### config.mk
export PLATFORM = sky130hd
export DESIGN_NAME = prio_encoder_drain_flat
export DESIGN_NICKNAME = d
export VERILOG_FILES = /design/src/rtl/prio_encoder_drain_if.sv /design/src/rtl/prio_encoder_drain.sv /design/src/flat_wrapper.sv
export SDC_FILE = /design/constraint.sdc
export NUM_CORES = 1
export LEC_CHECK = 0
export CAP_MARGIN = 0
export CORE_UTILIZATION = 52
export CTS_BUF_LIST = sky130_fd_sc_hd__clkbuf_2 sky130_fd_sc_hd__clkbuf_4 sky130_fd_sc_hd__clkbuf_8
export CTS_CLUSTER_SIZE = 25
export DETAILED_ROUTE_END_ITERATION = 10
export PLACE_DENSITY = 0.82
export SETUP_SLACK_MARGIN = 0.3
export SYNTH_ARGS = -nofsm -noshare
export SYNTH_HDL_FRONTEND = slang
export SYNTH_SLANG_ARGS = --single-unit
### constraint.sdc
create_clock -name clk -period 2.3 [get_ports clk]
set_input_delay 0.23 -clock clk [delete_from_list [all_inputs] [get_ports clk]]
set_output_delay 0.23 -clock clk [all_outputs]
set_load 0.005 [all_outputs]
### src/rtl/prio_encoder_drain_if.sv
// Handshake bundle for prio_encoder_drain: vector capture side and per-index drain side.
interface prio_encoder_drain_if #(
  parameter int N = 8,
  parameter int W = (N > 2) ? $clog2(N) : 1
);
  logic         in_valid;
  logic         in_ready;
  logic [N-1:0] in_vec;
  logic         msb_first;
  logic         out_valid;
  logic         out_ready;
  logic [W-1:0] out_idx;
  logic         out_last;
  logic         out_zero;

  modport master (
    output in_valid, in_vec, msb_first, out_ready,
    input  in_ready, out_valid, out_idx, out_last, out_zero
  );

  modport slave (
    input  in_valid, in_vec, msb_first, out_ready,
    output in_ready, out_valid, out_idx, out_last, out_zero
  );
endinterface

### src/rtl/prio_encoder_drain.sv
// Captures a request vector and emits the index of each set bit, one beat per transfer,
// in lowest-first or highest-first order. All outputs come straight from flops.
module prio_encoder_drain #(
  parameter int N = 8,
  parameter int W = (N > 2) ? $clog2(N) : 1
) (
  input logic              clk,
  input logic              rst,
  prio_encoder_drain_if.slave bus
);

  typedef enum logic [0:0] {
    IDLE  = 1'b0,
    DRAIN = 1'b1
  } state_t;

  function automatic logic [W-1:0] lsb_index(input logic [N-1:0] vec);
    logic [W-1:0] idx;
    idx = '0;
    for (int i = N - 1; i >= 0; i--) begin
      if (vec[i]) idx = W'(i);
    end
    return idx;
  endfunction

  function automatic logic [W-1:0] msb_index(input logic [N-1:0] vec);
    logic [W-1:0] idx;
    idx = '0;
    for (int i = 0; i < N; i++) begin
      if (vec[i]) idx = W'(i);
    end
    return idx;
  endfunction

  function automatic logic at_most_one(input logic [N-1:0] vec);
    return (vec & (vec - {{(N-1){1'b0}}, 1'b1})) == '0;
  endfunction

  state_t       state_r, state_s;
  logic [N-1:0] pend_r, pend_s;
  logic         mode_r, mode_s;
  logic [N-1:0] clear_mask_s;

  logic         in_ready_r, in_ready_s;
  logic         out_valid_r, out_valid_s;
  logic [W-1:0] out_idx_r, out_idx_s;
  logic         out_last_r, out_last_s;
  logic         out_zero_r, out_zero_s;

  assign clear_mask_s = {{(N-1){1'b0}}, 1'b1} << out_idx_r;

  // Next state, pending bits and mode; inputs are only looked at in IDLE.
  always_comb begin
    state_s = state_r;
    pend_s  = pend_r;
    mode_s  = mode_r;
    case (state_r)
      IDLE: begin
        if (bus.in_valid) begin
          state_s = DRAIN;
          pend_s  = bus.in_vec;
          mode_s  = bus.msb_first;
        end else begin
          state_s = IDLE;
        end
      end
      DRAIN: begin
        if (bus.out_ready) begin
          // The registered out_idx is exactly the bit being handed over now.
          pend_s = pend_r & ~clear_mask_s;
          if (out_last_r) begin
            state_s = IDLE;
            pend_s  = '0;
          end else begin
            state_s = DRAIN;
          end
        end else begin
          pend_s = pend_r;
        end
      end
      default: begin
        state_s = IDLE;
        pend_s  = '0;
        mode_s  = 1'b0;
      end
    endcase
  end

  // Output values for the next cycle, derived from next state so outputs can be flopped.
  always_comb begin
    in_ready_s  = 1'b0;
    out_valid_s = 1'b0;
    out_idx_s   = '0;
    out_last_s  = 1'b0;
    out_zero_s  = 1'b0;
    if (state_s == DRAIN) begin
      out_valid_s = 1'b1;
      out_idx_s   = mode_s ? msb_index(pend_s) : lsb_index(pend_s);
      out_last_s  = at_most_one(pend_s);
      out_zero_s  = (pend_s == '0);
    end else begin
      in_ready_s = 1'b1;
    end
  end

  // State, pending vector and output registers; reset wins over any handshake.
  always_ff @(posedge clk) begin
    if (rst) begin
      state_r     <= IDLE;
      pend_r      <= '0;
      mode_r      <= 1'b0;
      in_ready_r  <= 1'b1;
      out_valid_r <= 1'b0;
      out_idx_r   <= '0;
      out_last_r  <= 1'b0;
      out_zero_r  <= 1'b0;
    end else begin
      state_r     <= state_s;
      pend_r      <= pend_s;
      mode_r      <= mode_s;
      in_ready_r  <= in_ready_s;
      out_valid_r <= out_valid_s;
      out_idx_r   <= out_idx_s;
      out_last_r  <= out_last_s;
      out_zero_r  <= out_zero_s;
    end
  end

  assign bus.in_ready  = in_ready_r;
  assign bus.out_valid = out_valid_r;
  assign bus.out_idx   = out_idx_r;
  assign bus.out_last  = out_last_r;
  assign bus.out_zero  = out_zero_r;

endmodule

### src/flat_wrapper.sv
// flat-port wrapper written by rule: the top's interface ports become plain ports
module prio_encoder_drain_flat 
#(
  parameter int N = 8,
  parameter int W = (N > 2) ? $clog2(N) : 1
)
  (clk, rst, bus_in_valid, bus_in_vec, bus_msb_first, bus_out_ready, bus_in_ready, bus_out_valid, bus_out_idx, bus_out_last, bus_out_zero);
  prio_encoder_drain_if #(.N(N), .W(W)) bus_i ();
  input logic clk;
  input logic rst;
  input wire logic [$bits(bus_i.in_valid)-1:0] bus_in_valid;
  input wire logic [$bits(bus_i.in_vec)-1:0] bus_in_vec;
  input wire logic [$bits(bus_i.msb_first)-1:0] bus_msb_first;
  input wire logic [$bits(bus_i.out_ready)-1:0] bus_out_ready;
  output wire logic [$bits(bus_i.in_ready)-1:0] bus_in_ready;
  output wire logic [$bits(bus_i.out_valid)-1:0] bus_out_valid;
  output wire logic [$bits(bus_i.out_idx)-1:0] bus_out_idx;
  output wire logic [$bits(bus_i.out_last)-1:0] bus_out_last;
  output wire logic [$bits(bus_i.out_zero)-1:0] bus_out_zero;
  assign bus_i.in_valid = bus_in_valid;
  assign bus_i.in_vec = bus_in_vec;
  assign bus_i.msb_first = bus_msb_first;
  assign bus_i.out_ready = bus_out_ready;
  assign bus_in_ready = bus_i.in_ready;
  assign bus_out_valid = bus_i.out_valid;
  assign bus_out_idx = bus_i.out_idx;
  assign bus_out_last = bus_i.out_last;
  assign bus_out_zero = bus_i.out_zero;
  prio_encoder_drain #(.N(N), .W(W)) u_core (.clk(clk), .rst(rst), .bus(bus_i));
endmodule
==> results of run 1 <==
-- per-stage QoR --
step           area (sq um)  utilization, %
2_1_floorplan         962.2               -
3_3_place_gp           1229           71.16
3_5_place_dp           1229           71.16
4_1_cts                1275           73.84
5_1_grt                1287           74.57
6_report               1287           74.57
-- synth_stat cells (all sizes together) (3+ instances only) --
cell type and n:
mux2i 3, nand3b 3, nor2 17, inv 5, o21ai 4, dfxtp 16, nor2b 3, a21oi 11
nor3 5, a211oi 4, o211ai 3, nand2b 5, nand2 10, buf 4
-- power by group through the flow --
stage          registers, mW  clock network (mW)  logic (mW)
2_1_floorplan          0.320                   0       0.161
3_3_place_gp           0.329                   0       0.247
3_5_place_dp           0.329                   0       0.258
4_1_cts                0.323               0.192       0.267
5_1_grt                0.328               0.206       0.295
6_report               0.326               0.194       0.278
-- final cells by class --
| type | instances | share of cell area, % |
|---|---|---|
| clock buffer | 4 | 2.818 |
| inverter | 5 | 1.458 |
| multi-input combinational | 95 | 48.01 |
| tap | 25 | 2.430 |
| sequential | 16 | 25.27 |
| timing repair buffer | 28 | 20.02 |
-- layout by cell type (no fill, tap or decap), types with 2 or more instances in the layout --
master and count:
dfxtp_2 4, o211ai_1 3, nor2b_1 2, dfxtp_1 12
nand2_1 10, buf_4 9, mux2i_1 2, o21ai_0 2
inv_1 4, and2_1 2, nand3b_1 3, o21ai_1 2
nand2b_1 4, nor2_1 17, nor3_1 4, clkdlybuf4s50_1 19
a21oi_1 11, clkbuf_4 3, a211oi_1 3, or2_2 2
a2bb2oi_1 2
-- logic make-up (layout without fill, tap and decap cells) --
kind of cell | Yosys count | in the layout | share of synthesized area (%)
flops | 16 | 16 | 33.29
buf+inv | 10 | 37 | 4.289
simple gates | 53 | 53 | 29.00
compound gates | 37 | 37 | 27.96
mux | 4 | 4 | 4.291
fa+ha+maj | 1 | 1 | 1.170
-- timing repair --
item	CTS	global route
resized for setup	2	7
endpoints found under the setup margin	1	4
buffers inserted	0	0
-- critical path: stages --
cell             delay (ns)
clkdlybuf4s50_1        0.52
nand2_1                0.06
o31a_1                 0.27
a221o_1                0.36
nor4_4                 0.35
o211ai_1               0.20
a211oi_2               0.21
-- state kept, by name, indices dropped and copies added (netlist names) --
signal                count
u_core.bus.out_last       1
u_core.pend_r             8
u_core.mode_r             1
u_core.bus.out_idx        3
u_core.bus.out_valid      1
u_core.bus.out_zero       1
u_core.bus.in_ready       1
-- worst min-delay path by stage --
stage | startpoint | endpoint | slack [ns] | cells after the start
after floorplan | bus_in_vec[3] | u_core.pend_r[3] | 0.40 | 2
after global placement | u_core.mode_r | u_core.mode_r | 0.48 | 2
after detailed placement | u_core.mode_r | u_core.mode_r | 0.48 | 2
after CTS | u_core.mode_r | u_core.mode_r | 0.51 | 2
after global routing | u_core.mode_r | u_core.mode_r | 0.54 | 2
final | u_core.mode_r | u_core.mode_r | 0.50 | 2
-- metal layers --
layer  GRT usage [%]  vias up
li1                -      496
met1           38.96      507
met2           50.72       65
met3           4.800       16
met4           16.36        0
met5               0        -
==> metrics.md, run 1 <==
| Metric | Value |
|---|---|
| Outcome | `finished, final reports clean` |
| Pint | `roughly 0.53 mW` |
| DRT met1 WL | `roughly 1200 um` |
| Part of the power in registers | `approximately two fifths` |
| Wire length on met3 | `~210 um` |
| CTS clock-pin slew for the worst setup and hold paths | `0.11 ns` |
| Required @ worst endpoint | `between 2 and 3 ns` |
| Antenna diode count | `0` |
| Worst-Margin Slew | `between 0.4 and 0.5 ns` |
| First-pass DRT Iterations | `4` |
| Fillers | `around 140` |
| Worst hold slack | `~0.5 ns` |
| VDD IR max | `between 400 and 500 uV` |
| R2r setup slk | `0.34 ns` |
| Crit-path max FO | `4` |
| CP Class | `primary input to register` |
| Setup WS post-layout | `roughly 0.33 ns` |
| Cell Pwr Density | `between 600 and 700 nW/um^2` |
| R2R Path Start | `u_core.bus.out_idx[1]` |
| Die Wd | `between 40 and 50 um` |
| Worst Setup SP | `bus_out_ready` |
| Register Area | `between 300 and 400 sq um` |
| Sink Count | `16` |
| WP data arrival | `2.19 ns` |
| Pwr Total | `about 0.80 mW` |
| I/O Buffers | `19` |
| Maximum buffer depth of the clock tree | `2` |
| Final setup TNS | `0 ns` |
| DIE AREA | `2026 sq um` |
| Final HPWL DP | `2116 um` |
| Ports | `20` |
| Syn-to-layout area delta | `33.81%` |
| Non-Filler Instances | `173` |
| TritonCTS Buffers | `3` |
| Number of remaining DRC errors | `0` |
| First-pass GRT wire length | `approximately 4500 um` |
| Post-DRT Antenna Nets | `0` |
| Post-synth EDFFs | `0` |
| Layout cells sized above 1 | `21.62%` |
| Final setup viols | `0` |
| H-tree depth | `1` |
| P_leak | `0.4944 nW` |
| Via/cell ratio | `6.266` |
| R2r endpoint | `u_core.bus.out_last` |
| # rows | `15` |
| P_sw | `approximately 0.27 mW` |
| Share of the yosys chip area belonging to registers | `about a third` |
| R2R cell count | `6` |
| HP Class | `register to register` |
| Wire length on met2 | `about 1400 um` |
| Yosys cell types | `between 40 and 50` |
| Critical Path Sink Type | `register` |
| Gate Count Post-Synth | `around 120` |
| Clk_lat worst skew | `around 0.29 ns` |
| Area of the multi-input gates | `around 620 sq um` |
| Average routed wire per standard cell | `16.83 um` |
| First DRT Iteration DRCs | `38` |
| Synth area leader | `dfxtp_1` |
| Routability Congestion | `between 0.9 and 1` |
| Synth Flop Type | `dfxtp_1` |
| Flops & latches, synth | `16` |
| Final Hold Fails | `0` |
| FMAX | `~510 MHz` |
| Mean post-synth cell area | `a little under 8 sq um` |
| Routed wire length | `between 2000 and 3000 um` |
| Max-cap violation count | `0` |
| Global Route Usage Sum | `30.97%` |
| Vias in the first global route | `998` |
| Overflow after GRT | `0` |
| Highest Signal Layer | `met4` |
| CTS tree | `built` |
| Largest net degree at the start of global routing | `12` |
| Async set-reset flop share out of synthesis | `0%` |
| Startpoint types | `primary input` |
| Area fraction of the dominant cell type after synthesis | `between 30% and 40%` |
| Max Slew Vio Count | `0` |
| Syn Nets | `between 100 and 150` |
| Yosys warning count | `0` |
| CTS Hold Buffers Added | `0` |
| Comb pwr share | `about a third` |
| Clock share of power | `between 20% and 30%` |
| Core ar. | `1727 sq um` |
| Synthesized cell area | `just under 1000 sq um` |
| Tcrit/Tclk final | `a little under nine tenths` |
| RSZ-0062 raised after global routing | `yes` |
| Sw Share | `between 30% and 40%` |
| Worst relative slew slack | `a little under three quarters` |
| Die Span Y | `~45 um` |
| Crit path capture | `u_core.bus.out_last` |
| Vias | `around 1100` |
| Root Buffer | `clkbuf_4` |
| Post-Place Worst Slack | `0.07989 ns` |
| Top post-synthesis cells by area | `dfxtp_1 33%, nor2_1 6.6%, a21oi_1 5.7%, nand2_1 3.9%, nand2b_1 3.3%` |
| Initial antenna violation count | `0` |
| Starting Density | `approximately 56%` |
| Placed Cells | `about 170` |
| Skew final | `about 0.0083 ns` |
| Tmin final | `1.965 ns` |
| Post-layout net count | `162` |
No activity file was read; power rests on OpenSTA's default activity.
==> run 2, diff against run 1 <==
--- a/config.mk
+++ b/config.mk
@@ -10,6 +10,7 @@
 export CTS_BUF_LIST = sky130_fd_sc_hd__clkbuf_2 sky130_fd_sc_hd__clkbuf_4 sky130_fd_sc_hd__clkbuf_8
 export CTS_CLUSTER_SIZE = 25
 export DETAILED_ROUTE_END_ITERATION = 10
+export HOLD_SLACK_MARGIN = 0.03
 export PLACE_DENSITY = 0.82
 export SETUP_SLACK_MARGIN = 0.3
 export SYNTH_ARGS = -nofsm -noshare
==> results of run 2 <==
Final layout, timing and power as in run 1 (identical DEF).
